<file path="config.mk">
export PLATFORM = sky130hd
export DESIGN_NAME = prom_boot_copier
export DESIGN_NICKNAME = d
export VERILOG_FILES = /design/src/rtl/boot_pkg.sv /design/src/rtl/boot_ack_edge.sv /design/src/rtl/prom_boot_copier.sv
export SDC_FILE = /design/constraint.sdc
export NUM_CORES = 1
export LEC_CHECK = 0
export ABC_AREA = 1
export BUFFER_PORTS_ARGS = -buffer_cell sky130_fd_sc_hd__buf_2
export CAP_MARGIN = 20
export CORE_ASPECT_RATIO = 1.5
export CORE_MARGIN = 1
export CORE_UTILIZATION = 40
export DETAILED_ROUTE_END_ITERATION = 10
export PLACE_DENSITY = 0.72
export REMOVE_ABC_BUFFERS = 1
export SYNTH_ARGS = -nofsm -noshare
export SYNTH_HDL_FRONTEND = slang
export SYNTH_SLANG_ARGS = --single-unit
</file>
<file path="constraint.sdc">
create_clock -name i_clk -period 2.5 [get_ports i_clk]
set_clock_uncertainty 0.05 [all_clocks]
set_input_delay 0.25 -clock i_clk [delete_from_list [all_inputs] [get_ports i_clk]]
set_output_delay 0.25 -clock i_clk [all_outputs]
set_load 0.01 [all_outputs]
</file>
<file path="src/rtl/boot_pkg.sv">
// Shared definitions for the PROM boot copier.
//   PROM_AW : PROM word-address width (4 KB PROM, 1024 words)
//   RAM_AW  : RAM word-address width
//   DW      : data width of both buses
//   state_e : copier FSM states
package boot_pkg;

  localparam int unsigned PROM_AW = 10;
  localparam int unsigned RAM_AW  = 22;
  localparam int unsigned DW      = 32;

  typedef enum logic [2:0] {
    IDLE = 3'd0,
    RD   = 3'd1,
    WR   = 3'd2,
    DONE = 3'd3,
    ERR  = 3'd4
  } state_e;

endpackage

</file>
<file path="src/rtl/boot_ack_edge.sv">
// Completion detector for the toggle-ack PROM port.
// The PROM ack toggles once per strobed cycle and then holds, so a read completes only on a
// fresh 0->1 edge; a level that is still high from the previous read is ignored.
//   i_clk   : system clock
//   i_rst   : synchronous reset, active-low
//   i_ack   : PROM ack
//   i_stb   : a read is outstanding (copier is in its read state)
//   o_pulse : one-cycle read completion
module boot_ack_edge (
  input  logic i_clk,
  input  logic i_rst,
  input  logic i_ack,
  input  logic i_stb,
  output logic o_pulse
);

  logic r_ack_q;

  // Registered every cycle, independent of the strobe.
  always_ff @(posedge i_clk) begin
    if (!i_rst) begin
      r_ack_q <= 1'b0;
    end else begin
      r_ack_q <= i_ack;
    end
  end

  assign o_pulse = i_stb & i_ack & ~r_ack_q;

endmodule

</file>
<file path="src/rtl/prom_boot_copier.sv">
// Boot copier: after reset, reads NWORDS words from the PROM (word 0 upward), writes each to
// RAM starting at RAM_BASE, keeps a mod-2^32 checksum and releases the CPU when finished.
// Any handshake that waits TIMEOUT cycles without completing parks the copier in ERR.
//   i_clk, i_rst          : clock, synchronous active-low reset
//   o_prom_stb/we/addr    : PROM request (we always 0)
//   i_prom_data/ack       : PROM read data, toggle-style ack
//   o_ram_stb/we/addr/data: RAM write request
//   i_ram_ack             : RAM level ack
//   o_cpu_hold            : hold CPU until the copy completes
//   o_done / o_error      : sticky status
//   o_checksum            : running sum of copied words
module prom_boot_copier
  import boot_pkg::*;
#(
  parameter int unsigned        NWORDS   = 1024,
  parameter logic [RAM_AW-1:0]  RAM_BASE = '0,
  parameter int unsigned        TIMEOUT  = 255
) (
  input  logic               i_clk,
  input  logic               i_rst,
  output logic               o_prom_stb,
  output logic               o_prom_we,
  output logic [PROM_AW-1:0] o_prom_addr,
  input  logic [DW-1:0]      i_prom_data,
  input  logic               i_prom_ack,
  output logic               o_ram_stb,
  output logic               o_ram_we,
  output logic [RAM_AW-1:0]  o_ram_addr,
  output logic [DW-1:0]      o_ram_data,
  input  logic               i_ram_ack,
  output logic               o_cpu_hold,
  output logic               o_done,
  output logic               o_error,
  output logic [DW-1:0]      o_checksum
);

  localparam logic [PROM_AW-1:0] IdxLast   = PROM_AW'(NWORDS - 1);
  localparam logic [7:0]         TimeoutM1 = 8'(TIMEOUT - 1);

  state_e             r_state;
  state_e             w_state_d;
  logic [PROM_AW-1:0] r_idx;
  logic [7:0]         r_wait;
  logic [DW-1:0]      r_ram_data;
  logic [DW-1:0]      r_checksum;

  logic w_in_rd;
  logic w_rd_done;
  logic w_wr_done;
  logic w_last;
  logic w_tmo;

  assign w_in_rd   = (r_state == RD);
  assign w_wr_done = (r_state == WR) & i_ram_ack;
  assign w_last    = (r_idx == IdxLast);
  assign w_tmo     = (r_wait == TimeoutM1);

  boot_ack_edge u_ack_edge (
    .i_clk  (i_clk),
    .i_rst  (i_rst),
    .i_ack  (i_prom_ack),
    .i_stb  (w_in_rd),
    .o_pulse(w_rd_done)
  );

  always_comb begin
    w_state_d = r_state;
    unique case (r_state)
      IDLE: w_state_d = RD;
      RD: begin
        if (w_rd_done) begin
          w_state_d = WR;
        end else if (w_tmo) begin
          w_state_d = ERR;
        end
      end
      WR: begin
        if (w_wr_done) begin
          w_state_d = w_last ? DONE : RD;
        end else if (w_tmo) begin
          w_state_d = ERR;
        end
      end
      DONE:    w_state_d = DONE;
      ERR:     w_state_d = ERR;
      default: w_state_d = IDLE;
    endcase
  end

  always_ff @(posedge i_clk) begin
    if (!i_rst) begin
      r_state    <= IDLE;
      r_idx      <= '0;
      r_wait     <= '0;
      r_ram_data <= '0;
      r_checksum <= '0;
    end else begin
      r_state <= w_state_d;
      // Every state change is an entry into RD/WR or into an absorbing state.
      if (w_state_d != r_state) begin
        r_wait <= '0;
      end else if (w_in_rd || (r_state == WR)) begin
        r_wait <= r_wait + 8'd1;
      end
      if (w_rd_done) begin
        r_ram_data <= i_prom_data;
        r_checksum <= r_checksum + i_prom_data;
      end
      // Terminal check precedes the increment, so idx never wraps.
      if (w_wr_done && !w_last) begin
        r_idx <= r_idx + PROM_AW'(1);
      end
    end
  end

  // Strobe drops in the completion cycle so the PROM ack does not toggle again.
  assign o_prom_stb  = w_in_rd & ~w_rd_done;
  assign o_prom_we   = 1'b0;
  assign o_prom_addr = r_idx;
  assign o_ram_stb   = (r_state == WR);
  assign o_ram_we    = (r_state == WR);
  assign o_ram_addr  = RAM_BASE + RAM_AW'(r_idx);
  assign o_ram_data  = r_ram_data;
  assign o_cpu_hold  = (r_state != DONE);
  assign o_done      = (r_state == DONE);
  assign o_error     = (r_state == ERR);
  assign o_checksum  = r_checksum;

endmodule

</file>
==> key figures <==
Status
  • Status: completed

Yosys
  • Top post-synthesis cells by area: dfxtp_1 (28%), nand2_1 (16%), nor2_1 (11%)
  • Ys flop type: dfxtp_1
  • Cell with the most instances after synthesis: nand2_1
  • Number of synthesized flops with an enable pin: 0
  • Seq/Total Area, Yosys: 0.2842
  • Synthesized area: ~0.0061 mm2
  • Synth top area share: 0.2842
  • Ys Warns: 0
  • Largest area contributor in the netlist: dfxtp_1
  • Netlist cell types: 34
  • Asr flop ratio synth: 0
  • #FFs+latches synth: 86
  • Syn Inst Count: approximately 1000
  • Most instantiated cells after synthesis: nand2_1 (255), nor2_1 (178), inv_1 (171), dfxtp_1 (86), nand3_1 (61)
  • Syn avg cell area: between 6 and 7 um2

Layout
  • Ant. Diodes: 0
  • Fillers: 1600
  • Finished Cell Area: between 0.007 and 0.008 mm2
  • Area Growth Syn to Fin: 16.46%
  • Fraction of layout cells with a size suffix above 1: 0.1629
  • Final #Nets: around 1200

Worst setup path
  • Largest stage delay, worst path: roughly 460 ps
  • CP Data Required Time: 2710 ps
  • Worst-path maximum fanout: 4
  • Crit. End Element: flip-flop
  • Startpoint class of the critical path: flip-flop
  • Cell mode on critical path: nand3_1
  • Worst-path cell chain: ha_1 > fa_1 > nand3_1 > nand3_1 > nand3_1 > nand3_1 > xor2_1 > o21ai_0 > inv_1
  • Worst EP arrival: between 2000 and 2500 ps
  • Worst setup path class: flip-flop to flip-flop
  • Worst R2R Path Depth: 9
  • CP max-delay cell: fa_1

Route
  • Total number of vias: between 6000 and 7000
  • WL final: ~16 mm
  • Wire per inst: 12.52 um
  • DRC viols: 0
  • Detailed Route Iter0 Violations: about 320
  • Pre-antenna DRT Iters: 4
  • Antenna viol nets, final: 0
  • Via-to-Cell Ratio: 4.585

CTS
  • H-tree depth: 3
  • Clk_lat worst skew: around 360 ps
  • Clock transition at path regs: around 80 ps
  • Setup Buffers After CTS: 0
  • TritonCTS clock tree: yes
  • Num CTS Buffers: 9
  • Clock root buffer: clkbuf_16
  • Hold buffers post-CTS: 0
  • Deepest clock path buffer count: 2
  • Clock Sinks: 86
  • PostCTS Resize Cnt: 0

Min path
  • Hold Crit Class: primary input to flip-flop
  • Min-Delay Path Depth: 3

STA
  • Slew margin rel.: 0.6665
  • Fin. Hold Viols: 0
  • Worst Max-Slew Pin Slew: 499.5 ps
  • Achievable frequency: around 0.48 GHz
  • Final Cycle Share: 0.8307
  • Final min period: between 2000 and 2500 ps
  • Final setup vio count: 0
  • Setup TNS Final: 0 ps
  • RSZ-0062 raised after global routing: no
  • Max-slew violation count: 0

Placed design
  • Gpl congestion: between 0.9 and 1
  • HPWL Detailed: between 10 and 15 mm
  • Cell Area, Placed: 0.006758 mm2
  • Port buffer count: about 130

Floorplan
  • Total die area: roughly 0.016 mm2
  • Ports: between 100 and 150
  • Initial core utilization: 0.4131
  • Num rows: 54
  • Core area: approximately 0.015 mm2
  • Die width: approximately 100 um
  • Die height: 152.7 um

Global route
  • Initial antenna violation count: 0
  • GRT overflow: 0
  • Largest net degree at the start of global routing: 47
  • Number of global-route vias before repair: approximately 5700
  • First-pass GRT wire length: approximately 27 mm
  • GRT Total Usage: 0.2199

Power and ir drop
  • Worst VDD drop: 270.6 uV
  • Pwr per Cell Area: 558.1 mW/mm2
  • Static Leak: ~4.0 nW

Job
  • Max Cap Viol: 0
## kinds of logic (layout without fill, tap and decap cells)
logic type	after synthesis	after routing	synth area share
buffers and inverters	225	327	0.1578
AOI/OAI and AO/OA	97	97	0.08449
DFF	86	86	0.2842
and+or+nand+nor	539	539	0.3704
xor gates and xnor gates	20	20	0.02892
other	1	13	0.0006191
adders and majority gates	35	35	0.07354
## through the flow
step                      total power [mW]  instances    util  setup WS (ps)  hold WS [ps]
after floorplan                      2.244        968       -          108.1         293.5
after global placement               2.581       1297  0.4609          367.8         398.7
after detailed placement             2.589       1297  0.4609          339.2         403.0
after CTS                            3.988       1313  0.4811          408.6         32.38
after global routing                 4.183       1313  0.4811          196.9         64.58
final                                3.937       1313  0.4811          423.3         46.12
## critical path: cells and delay by family, from the launching register on
family | cells | cell delay [ps]
xor+xnor | 1 | 180
flops | 1 | 320
simple gates | 4 | 520
compound gates | 1 | 150
buf+inv | 1 | 60
fa+ha+maj | 2 | 700
## flip-flops by register name, summed over array words and instances (netlist names)
signal / count
o_checksum: 32
o_ram_data: 32
o_prom_addr: 10
r_wait: 8
r_state: 3
u_ack_edge.r_ack_q: 1
## placed cells by master, fill, tap and decap left out, types with 4 or more instances in the layout
cell / netlist / layout
nand2_1: 255 / 255
nor2_1: 178 / 178
inv_1: 171 / 171
buf_2: 8 / 125
dfxtp_1: 86 / 86
nand3_1: 61 / 61
o21ai_0: 56 / 56
ha_1: 34 / 34
a21oi_1: 32 / 32
xor2_1: 13 / 13
conb_1: 1 / 13
clkbuf_16: 0 / 9
inv_2: 7 / 7
nor2_2: 7 / 7
nand2_2: 7 / 7
nor3_1: 7 / 7
nand4_1: 7 / 7
xnor2_1: 7 / 7
buf_4: 27 / 7
nor3_2: 6 / 6
and2_1: 4 / 4
inv_8: 0 / 4
## power breakdown
group,internal (mW),switching (mW)
combinational,0.364,0.668
clock,0.710,0.674
sequential,1.46,0.0599
total,2.54,1.40
## final timing paths
kind	from	end	slack, ps
worst max register to register	o_checksum[0]	o_checksum[12]	420
worst max-delay path	o_checksum[0]	o_checksum[12]	420
worst min register to register	o_ram_data[4]	o_ram_data[4]	430
worst min-delay path	i_prom_ack	u_ack_edge.r_ack_q	50
## per-layer routing
layer  GRT usage  vias to the layer above  routed length (um)
met2      0.4140                      130                8802
met1      0.2356                     2612                6617
li1            -                     3246                   -
met5           0                        -                   0
met4     0.08980                        0                 463
met3     0.03211                       32                 557
## final cells by class
type / instances / area (um2) / share of cell area
flip-flops and latches: 86 / 1722 / 0.2441
inverters: 178 / 668.1 / 0.09471
repair buffers: 133 / 698.2 / 0.09897
multi-input cells: 704 / 3425 / 0.4855
clock inverters: 7 / 71.32 / 0.01011
well taps: 196 / 245.2 / 0.03476
clock buffers: 9 / 225.2 / 0.03193
Power figures use the tool's default switching activity.
